File: src/rtl/grf_wb_if.sv
// GRF write-side bundle: pipeline writeback, late-result handshake, hazard query, GRF write port.
// Pure wiring; no latency of its own.
// Backpressure exists only on the late-result channel (m_valid/m_ready).
interface grf_wb_if #(
  parameter int AW = 2
);
  logic          p_valid;
  logic [4:0]    p_addr;
  logic [31:0]   p_data;
  logic [31:0]   p_pc;
  logic          m_valid;
  logic          m_ready;
  logic [4:0]    m_addr;
  logic [31:0]   m_data;
  logic [31:0]   m_pc;
  logic [4:0]    q_addr0;
  logic [4:0]    q_addr1;
  logic          q_busy0;
  logic          q_busy1;
  logic          RegWrite;
  logic [4:0]    Waddr;
  logic [31:0]   WData;
  logic [31:0]   PC;
  logic [AW:0]   count;

  // Arbiter side
  modport master (
    input  p_valid, p_addr, p_data, p_pc,
    input  m_valid, m_addr, m_data, m_pc,
    input  q_addr0, q_addr1,
    output m_ready, q_busy0, q_busy1,
    output RegWrite, Waddr, WData, PC, count
  );

  // Producer / consumer side
  modport slave (
    output p_valid, p_addr, p_data, p_pc,
    output m_valid, m_addr, m_data, m_pc,
    output q_addr0, q_addr1,
    input  m_ready, q_busy0, q_busy1,
    input  RegWrite, Waddr, WData, PC, count
  );
endinterface

File: src/rtl/grf_wb_arbiter.sv
// Owns the GRF write port: pipeline writeback wins, late results drain from a DEPTH-entry FIFO.
// One cycle from selection to registered GRF write; late results take at least two cycles.
// m_ready drops only when the FIFO is full; the pipeline channel is never stalled.
module grf_wb_arbiter #(
  parameter int DEPTH = 4,
  parameter int AW    = 2
) (
  input  logic     clk,
  input  logic     reset,
  grf_wb_if.master bus
);

  typedef struct packed {
    logic [4:0]  addr;
    logic [31:0] data;
    logic [31:0] pc;
  } entry_t;

  localparam logic [AW:0] FULL = (AW+1)'(DEPTH);

  entry_t          mem [DEPTH];
  logic [DEPTH-1:0] kill;
  logic [DEPTH-1:0] live;
  logic [AW-1:0]   offs [DEPTH];
  logic [AW-1:0]   wr_ptr, rd_ptr;
  logic [AW:0]     cnt;
  logic            p_req, pop, push;
  entry_t          head;

  logic            reg_write;
  logic [4:0]      waddr;
  logic [31:0]     wdata;
  logic [31:0]     wpc;
  logic            busy0, busy1;

  // A write to r0 is a no-op, so it is never treated as a request
  assign p_req = bus.p_valid && (bus.p_addr != 5'd0);
  assign pop   = !p_req && (cnt != '0);
  assign push  = bus.m_valid && bus.m_ready && (bus.m_addr != 5'd0);
  assign head  = mem[rd_ptr];

  // Ready depends on registered occupancy only, so a full FIFO never pops through
  assign bus.m_ready = reset && (cnt != FULL);

  // Mark slots holding a live entry: inside the occupied window and not superseded
  always_comb begin
    live = '0;
    for (int i = 0; i < DEPTH; i++) begin
      offs[i] = AW'(i) - rd_ptr;
      live[i] = ({1'b0, offs[i]} < cnt) && !kill[i];
    end
  end

  // Hazard query covers queued entries only; the output register is bypassed in the GRF
  always_comb begin
    busy0 = 1'b0;
    busy1 = 1'b0;
    for (int i = 0; i < DEPTH; i++) begin
      if (live[i] && (mem[i].addr == bus.q_addr0)) busy0 = 1'b1;
      if (live[i] && (mem[i].addr == bus.q_addr1)) busy1 = 1'b1;
    end
    busy0 = busy0 && (bus.q_addr0 != 5'd0);
    busy1 = busy1 && (bus.q_addr1 != 5'd0);
  end

  assign bus.q_busy0  = busy0;
  assign bus.q_busy1  = busy1;
  assign bus.RegWrite = reg_write;
  assign bus.Waddr    = waddr;
  assign bus.WData    = wdata;
  assign bus.PC       = wpc;
  assign bus.count    = cnt;

  // Payload storage needs no reset; occupancy and kill bits guard stale contents
  always_ff @(posedge clk) begin
    if (push) mem[wr_ptr] <= '{addr: bus.m_addr, data: bus.m_data, pc: bus.m_pc};
  end

  // Output selection, FIFO pointers and kill tracking
  always_ff @(posedge clk or negedge reset) begin
    if (!reset) begin
      wr_ptr    <= '0;
      rd_ptr    <= '0;
      cnt       <= '0;
      kill      <= '0;
      reg_write <= 1'b0;
      waddr     <= '0;
      wdata     <= '0;
      wpc       <= '0;
    end else begin
      if (p_req) begin
        reg_write <= 1'b1;
        waddr     <= bus.p_addr;
        wdata     <= bus.p_data;
        wpc       <= bus.p_pc;
      end else if (pop) begin
        reg_write <= !kill[rd_ptr];
        if (!kill[rd_ptr]) begin
          waddr <= head.addr;
          wdata <= head.data;
          wpc   <= head.pc;
        end
      end else begin
        reg_write <= 1'b0;
      end

      // Newer pipeline value supersedes older queued writes to the same register;
      // stale slots may get marked too, but a push always clears its slot
      for (int i = 0; i < DEPTH; i++) begin
        if (p_req && (mem[i].addr == bus.p_addr)) kill[i] <= 1'b1;
      end

      if (pop) rd_ptr <= rd_ptr + 1'b1;
      if (push) begin
        wr_ptr       <= wr_ptr + 1'b1;
        kill[wr_ptr] <= 1'b0;
      end

      case ({push, pop})
        2'b10:   cnt <= cnt + 1'b1;
        2'b01:   cnt <= cnt - 1'b1;
        default: cnt <= cnt;
      endcase
    end
  end

endmodule

File: src/flat_wrapper.sv
// flat-port wrapper written by rule: the top's interface ports become plain ports
module grf_wb_arbiter_flat 
#(
  parameter int DEPTH = 4,
  parameter int AW    = 2
)
  (clk, reset, bus_p_valid, bus_p_addr, bus_p_data, bus_p_pc, bus_m_valid, bus_m_addr, bus_m_data, bus_m_pc, bus_q_addr0, bus_q_addr1, bus_m_ready, bus_q_busy0, bus_q_busy1, bus_RegWrite, bus_Waddr, bus_WData, bus_PC, bus_count);
  grf_wb_if #(.AW(AW)) bus_i ();
  input  logic clk;
  input  logic reset;
  input wire logic [$bits(bus_i.p_valid)-1:0] bus_p_valid;
  input wire logic [$bits(bus_i.p_addr)-1:0] bus_p_addr;
  input wire logic [$bits(bus_i.p_data)-1:0] bus_p_data;
  input wire logic [$bits(bus_i.p_pc)-1:0] bus_p_pc;
  input wire logic [$bits(bus_i.m_valid)-1:0] bus_m_valid;
  input wire logic [$bits(bus_i.m_addr)-1:0] bus_m_addr;
  input wire logic [$bits(bus_i.m_data)-1:0] bus_m_data;
  input wire logic [$bits(bus_i.m_pc)-1:0] bus_m_pc;
  input wire logic [$bits(bus_i.q_addr0)-1:0] bus_q_addr0;
  input wire logic [$bits(bus_i.q_addr1)-1:0] bus_q_addr1;
  output wire logic [$bits(bus_i.m_ready)-1:0] bus_m_ready;
  output wire logic [$bits(bus_i.q_busy0)-1:0] bus_q_busy0;
  output wire logic [$bits(bus_i.q_busy1)-1:0] bus_q_busy1;
  output wire logic [$bits(bus_i.RegWrite)-1:0] bus_RegWrite;
  output wire logic [$bits(bus_i.Waddr)-1:0] bus_Waddr;
  output wire logic [$bits(bus_i.WData)-1:0] bus_WData;
  output wire logic [$bits(bus_i.PC)-1:0] bus_PC;
  output wire logic [$bits(bus_i.count)-1:0] bus_count;
  assign bus_i.p_valid = bus_p_valid;
  assign bus_i.p_addr = bus_p_addr;
  assign bus_i.p_data = bus_p_data;
  assign bus_i.p_pc = bus_p_pc;
  assign bus_i.m_valid = bus_m_valid;
  assign bus_i.m_addr = bus_m_addr;
  assign bus_i.m_data = bus_m_data;
  assign bus_i.m_pc = bus_m_pc;
  assign bus_i.q_addr0 = bus_q_addr0;
  assign bus_i.q_addr1 = bus_q_addr1;
  assign bus_m_ready = bus_i.m_ready;
  assign bus_q_busy0 = bus_i.q_busy0;
  assign bus_q_busy1 = bus_i.q_busy1;
  assign bus_RegWrite = bus_i.RegWrite;
  assign bus_Waddr = bus_i.Waddr;
  assign bus_WData = bus_i.WData;
  assign bus_PC = bus_i.PC;
  assign bus_count = bus_i.count;
  grf_wb_arbiter #(.DEPTH(DEPTH), .AW(AW)) u_core (.clk(clk), .reset(reset), .bus(bus_i));
endmodule
File: config.mk
export PLATFORM = sky130hd
export DESIGN_NAME = grf_wb_arbiter_flat
export DESIGN_NICKNAME = d
export VERILOG_FILES = /design/src/rtl/grf_wb_if.sv /design/src/rtl/grf_wb_arbiter.sv /design/src/flat_wrapper.sv
export SDC_FILE = /design/constraint.sdc
export NUM_CORES = 1
export LEC_CHECK = 0
export ABC_AREA = 1
export CORE_ASPECT_RATIO = 0.9
export CORE_MARGIN = 4
export CORE_UTILIZATION = 30
export DETAILED_ROUTE_END_ITERATION = 12
export DONT_BUFFER_PORTS = 1
export PLACE_DENSITY = 0.55
export SETUP_SLACK_MARGIN = 0.15
export SYNTH_ARGS = -nofsm -noshare
export SYNTH_HDL_FRONTEND = slang
export SYNTH_SLANG_ARGS = --single-unit
File: constraint.sdc
create_clock -name clk -period 8.3 [get_ports clk]
set_clock_uncertainty 0.15 [all_clocks]
set_input_delay 1.66 -clock clk [delete_from_list [all_inputs] [get_ports clk]]
set_output_delay 1.66 -clock clk [all_outputs]
set_load 0.05 [all_outputs]
Word level (Yosys, flattened, before mapping)
Memory sizes are Yosys's and may differ from the RTL's.
Cells that the tools add are included.
{"block": "word_totals", "register_bits": 81, "ramBits": 276, "input_bits": 152, "out_inout_bits": 76, "elab_cells": 111, "memories": 1}
{"name": "u_core.mem", "words": 4, "width": 69, "read_ports": 5, "rd_ports_with_merged_regs": 0, "write_ports": 1, "line_no": "grf_wb_arbiter.sv:21", "source": "entry_t mem [DEPTH];"}
{"block": "classes", "add_sub_neg": 8, "order_cmp": 7, "n_eq_ne": 16, "mux": 31, "bitwise_logic": 2, "n_reduce_logical": 38}
{"operator": "two-way mux 32 bit", "n": 6}
{"operator": "== test 5 bit", "n": 12}
{"operator": "logical AND 1 bit", "n": 24}
{"operator": "nonzero test 5 bit", "n": 4}
{"operator": "two-way mux 1 bit", "n": 18}
{"operator": "two-way mux 5 bit", "n": 3}
{"operator": "< comparator 2 x 3 -> 1 bit", "n": 4}
{"operator": "zero test 1 bit", "n": 6}
{"operator": "< comparator 2 x 3 -> 1 bit (second input constant)", "n": 2}
{"operator": "one-hot mux 3 bit (2 select lines)", "n": 1}
{"operator": "adder 2 x 1 -> 2 bit (second input constant)", "n": 2}
{"operator": "bitwise AND 4 bit", "n": 1}
{"operator": "two-way mux 4 bit", "n": 1}
{"operator": "inverter 4 bit", "n": 1}
{"operator": "nonzero test 2 bit", "n": 2}
{"operator": "subtractor 1 x 2 -> 2 bit (first input constant)", "n": 2}
{"operator": "subtractor 2 bit (first input constant)", "n": 2}
{"operator": "adder 3 x 1 -> 3 bit (second input constant)", "n": 1}
{"operator": "inequality test 3 bit (second input constant)", "n": 1}
{"operator": "nonzero test 3 bit", "n": 1}
{"operator": "subtractor 3 x 1 -> 3 bit (second input constant)", "n": 1}
{"operator": "binary-select mux 1 bit (select 2 bit)", "n": 1}
{"operator": "demux 1 bit (select 2 bit)", "n": 1}
{"operator": "== test 2 x 1 -> 1 bit (second input constant)", "n": 1}
{"operator": "other kinds (4)", "n": 4}

Logic depth before layout (Yosys ltp)
{"block": "depth", "ltp_word": 9, "ltp_mapped": 15, "depth_no_buf": 14}

Least setup slack after synthesis
No wires, ideal clock.
{"block": "synth_timing", "kind": "input port to flip-flop", "startpoint": "in reset", "endpoint": "mem u_core.mem[0][0] in the netlist's numbering (enable)", "setup_time_ns": 0.498, "t_arrival_ns": 6.038, "path_slack_ns": 1.614, "stages": 4, "n_path_buf": 0, "path_cell_list": "inv_1 > a31oi_1 > nand3_1 > nor2_1"}
{"block": "synth_between", "elab_chain_cells": 5}
{"element": "start: declaration", "line_no": "flat_wrapper.sv:10", "source": "input logic reset;"}
{"element": "logical AND 1 bit", "line_no": "grf_wb_arbiter.sv:43", "source": "assign bus.m_ready = reset && (cnt != FULL);"}
{"element": "net bus_m_ready", "line_no": "flat_wrapper.sv:21", "source": "output wire logic [$bits(bus_i.m_ready)-1:0] bus_m_ready;"}
{"element": "logical AND 1 bit (2 in series)", "line_no": "grf_wb_arbiter.sv:39", "source": "assign push = bus.m_valid && bus.m_ready && (bus.m_addr != 5'd0);"}
{"element": "two-way mux 1 bit", "line_no": "grf_wb_arbiter.sv:76", "source": "if (push) mem[wr_ptr] <= '{addr: bus.m_addr, data: bus.m_data, pc: bus.m_pc};"}
{"element": "two-way mux 1 bit (implied by the code)", "line_no": "grf_wb_arbiter.sv:76"}
{"element": "end: declaration", "line_no": "grf_wb_arbiter.sv:21"}
The timed path passes the listed nets, and every way through them passes these cells.

Worst setup path after layout
{"block": "layout_timing", "startpoint": "reg u_core.cnt[1] (netlist: u_core.bus.count[1])", "endpoint": "out bus_q_busy0"}
{"block": "layout_between", "elab_chain_cells": 8}
{"element": "start: declaration", "line_no": "grf_wb_arbiter.sv:26", "source": "logic [AW:0] cnt;"}
{"element": "start signal: assignment", "line_no": "grf_wb_arbiter.sv:120", "source": "2'b10: cnt <= cnt + 1'b1;"}
{"element": "start signal: assignment", "line_no": "grf_wb_arbiter.sv:121", "source": "2'b01: cnt <= cnt - 1'b1;"}
{"element": "start signal: assignment", "line_no": "grf_wb_arbiter.sv:122", "source": "default: cnt <= cnt;"}
{"element": "< comparator 2 x 3 -> 1 bit", "line_no": "grf_wb_arbiter.sv:50", "source": "live[i] = ({1'b0, offs[i]} < cnt) && !kill[i];"}
{"element": "logical AND 1 bit", "line_no": "grf_wb_arbiter.sv:50"}
{"element": "logical AND 1 bit", "line_no": "grf_wb_arbiter.sv:59", "source": "if (live[i] && (mem[i].addr == bus.q_addr0)) busy0 = 1'b1;"}
{"element": "two-way mux 1 bit (3 in series)", "line_no": "grf_wb_arbiter.sv:59"}
{"element": "two-way mux 1 bit *", "line_no": "grf_wb_arbiter.sv:59"}
{"element": "logical AND 1 bit *", "line_no": "grf_wb_arbiter.sv:62", "source": "busy0 = busy0 && (bus.q_addr0 != 5'd0);"}
{"element": "end: declaration", "line_no": "flat_wrapper.sv:22", "source": "output wire logic [$bits(bus_i.q_busy0)-1:0] bus_q_busy0;"}
Mark *: on every way between the ends. The rest lies on a longest branch, timed or not.

==> results.json <==
{
  "cts_root_buffer": "clkbuf_16",
  "io_buffers": 0,
  "drc": 0,
  "ys_seq_area_share_pct": 68.2,
  "antennaDiodeCount": 0,
  "viasPerCell": 4.75,
  "hold_viol_final": 0,
  "wl_met2_um": 19900,
  "p_leak_nw": 6.82,
  "num_vias": 10300,
  "routed_wl_um": 41800,
  "finalMaxSlewViolations": 0,
  "max-vdd-ir-drop_v": 0.000250,
  "synth_ff_type": "edfxtp_1",
  "grt_pass1_wl_um": 63800,
  "hp-class": "reg -> reg",
  "synth_area_leaders": "edfxtp_1 55%, nand2_1 18%, dfrtp_1 13%, nand4_1 3.1%, nand3_1 2.9%",
  "max_slew_margin_pct": 26.9,
  "synth_top_area_share_pct": 54.8,
  "syn_nets": 1632,
  "dp_hpwl_um": 25100,
  "die_h_um": 221,
  "fmax_mhz": 196,
  "antenna_found_initial": 0,
  "final_antenna_net_count": 0,
  "critPathMaxFanout": 6,
  "drtIter0Drc": 627,
  "ctsHoldBuffers": 0,
  "die-area_um2": 54100,
  "synth_warnings": 0,
  "ioPinCount": 228,
  "placed_cell_area_um2": 15900,
  "grt_pass1_vias": 10200,
  "final.min_clock_period_ns": 5.11,
  "avgSynthCellArea_um2": 10.3,
  "area_growth_pct": 13.4,
  "row_count": 77,
  "cts_htree_levels": 2,
  "cp-end-kind": "primary output",
  "finalNetCount": 1618,
  "overflow": 0,
  "tns_ns": 0,
  "cts_buffers": 40,
  "synth_edf_count": 276,
  "grt_usage_pct": 15.2,
  "fin_total_pwr_mw": 6.39,
  "drtPass1Iterations": 5,
  "synthCells": 1470,
  "start_util_pct": 30.5,
  "place.gp.congestion": 0.855,
  "async_flop_share_pct": 22.7,
  "route.met3.wl_um": 2870,
  "tightestPinTransition_ns": 1.10,
  "clock_path_buffers": 3,
  "clock-sinks": 357,
  "ys_ff_latch": 357,
  "critical_path_required_ns": 6.49,
  "yosysUniqueCellTypes": 24,
  "maxCapViolCount": 0,
  "grt_max_degree": 83,
  "place_inst": 2085,
  "setup_viol": 0,
  "cts_setup_buffers": 0,
  "core_area_um2": 49500,
  "synth_area_leader_cell": "edfxtp_1",
  "fillCellCount": 5003,
  "yosysMostFrequentCell": "nand2_1",
  "layout.cells.non_filler": 2159,
  "clkSlewWorstSetupHoldPaths_ns": 0.06,
  "cts_tree": "yes",
  "routedWlPerCell_um": 19.3,
  "design_area_um2": 17100,
  "synth_top_cells_by_count": "715 x nand2_1, 276 x edfxtp_1, 87 x nand3_1",
  "status": "finished, final reports clean",
  "drt-met1-wl_um": 18100,
  "critPathKind": "reg -> out",
  "drive_gt1_share_pct": 5.98,
  "top_layer_used": "met4",
  "fp.dieW_um": 245,
  "clk_latency_ns": 0.56,
  "cts_resized": 0,
  "arrival_ns": 3.30,
  "syn_area_um2": 15100,
  "power_density_nw_per_um2": 372,
  "hold_ws_ns": 0.414,
  "rsz0062_at_grt": "no",
  "worstSetupStartpointType": "register",
  "period_share_pct": 61.6
}
[cells by family (layout without fill, tap and decap cells)]
kind of cell | after synthesis | count (layout) | share of synthesized area (%)
adder cells (fa/ha/maj) | 10 | 10 | 0.877
AO/OA/AOI/OAI | 22 | 22 | 0.753
AND/OR/NAND/NOR | 922 | 922 | 24.9
XOR/XNOR | 33 | 33 | 1.91
buffers and inverters | 126 | 144 | 3.34
flip-flops | 357 | 357 | 68.2
[layout make-up]
| cell class | instances | area (um2) | share of cell area (%) |
|---|---|---|---|
| sequential | 357 | 10300 | 60.1 |
| multi-input combinational | 987 | 4380 | 25.5 |
| clock buffer | 54 | 1120 | 6.56 |
| tap | 671 | 840 | 4.90 |
| inverter | 55 | 206 | 1.20 |
| clock inverter | 20 | 174 | 1.01 |
| timing repair buffer | 15 | 113 | 0.657 |
[flip-flops by register name (all words and copies together) (netlist names)]
name                 count
u_core.bus.count         3
u_core.wr_ptr            2
u_core.kill              4
u_core.bus.RegWrite      1
u_core.bus.PC           32
u_core.bus.Waddr         5
u_core.mem             276
u_core.bus.WData        32
u_core.rd_ptr            2
[path summary, 6_finish.rpt]
kind                                     start                   end  slack (ns)  cells after the start
setup / recovery           u_core.bus.count[1]           bus_q_busy0        3.19                     11
hold / removal                  u_core.kill[3]        u_core.kill[3]        0.41                      2
setup reg to reg              u_core.rd_ptr[0]      u_core.bus.PC[7]        4.32                      9
hold reg to reg                 u_core.kill[3]        u_core.kill[3]        0.41                      2
max in group asynchronous                reset  u_core.bus.WData[16]        7.16                      0
min in group asynchronous                reset     u_core.bus.PC[19]        0.64                      0
[metal layers]
metal / global-route usage [%] / vias up
met4: 4.64 / 0
li1: - / 4866
met3: 4.19 / 61
met5: 0 / -
met1: 19.6 / 5024
met2: 25.0 / 310
[cell usage in the layout (no fill, tap or decap), drive strengths merged, types with 5 or more instances in the layout]
cell / count
nand2: 717
edfxtp: 276
nand3: 87
dfrtp: 81
nand4: 76
inv: 55
clkbuf: 54
nor2: 37
xnor2: 19
buf: 15
xor2: 14
clkinv: 14
a21oi: 11
ha: 9
o21ai: 8
nor3: 5
clkinvlp: 5
[worst max-delay path, stage by stage, from the launching register on]
cell and delay, ns:
dfrtp_1 0.68, inv_1 0.28, ha_1 0.34, inv_1 0.05, nor2_1 0.03, nand2_1 0.09, nand2_1 0.06, nor2_1 0.28
nand3_1 0.13, nand2_1 0.07, nor2_1 0.04, nor2_1 0.69
[stage by stage]
step	utilization (%)	worst slack (ns)
6_report	34.6	3.19
5_1_grt	34.6	2.99
4_1_cts	34.6	3.09
3_5_place_dp	32.0	3.52
3_3_place_gp	32.0	3.54
2_1_floorplan	-	1.61
[where the power goes]
group	switching, mW	total [mW]	internal (mW)
logic	1.16	1.59	0.430
registers	0.816	3.08	2.26
clock network	0.726	1.72	0.992
Note: power is estimated with default switching activity, not from simulation.
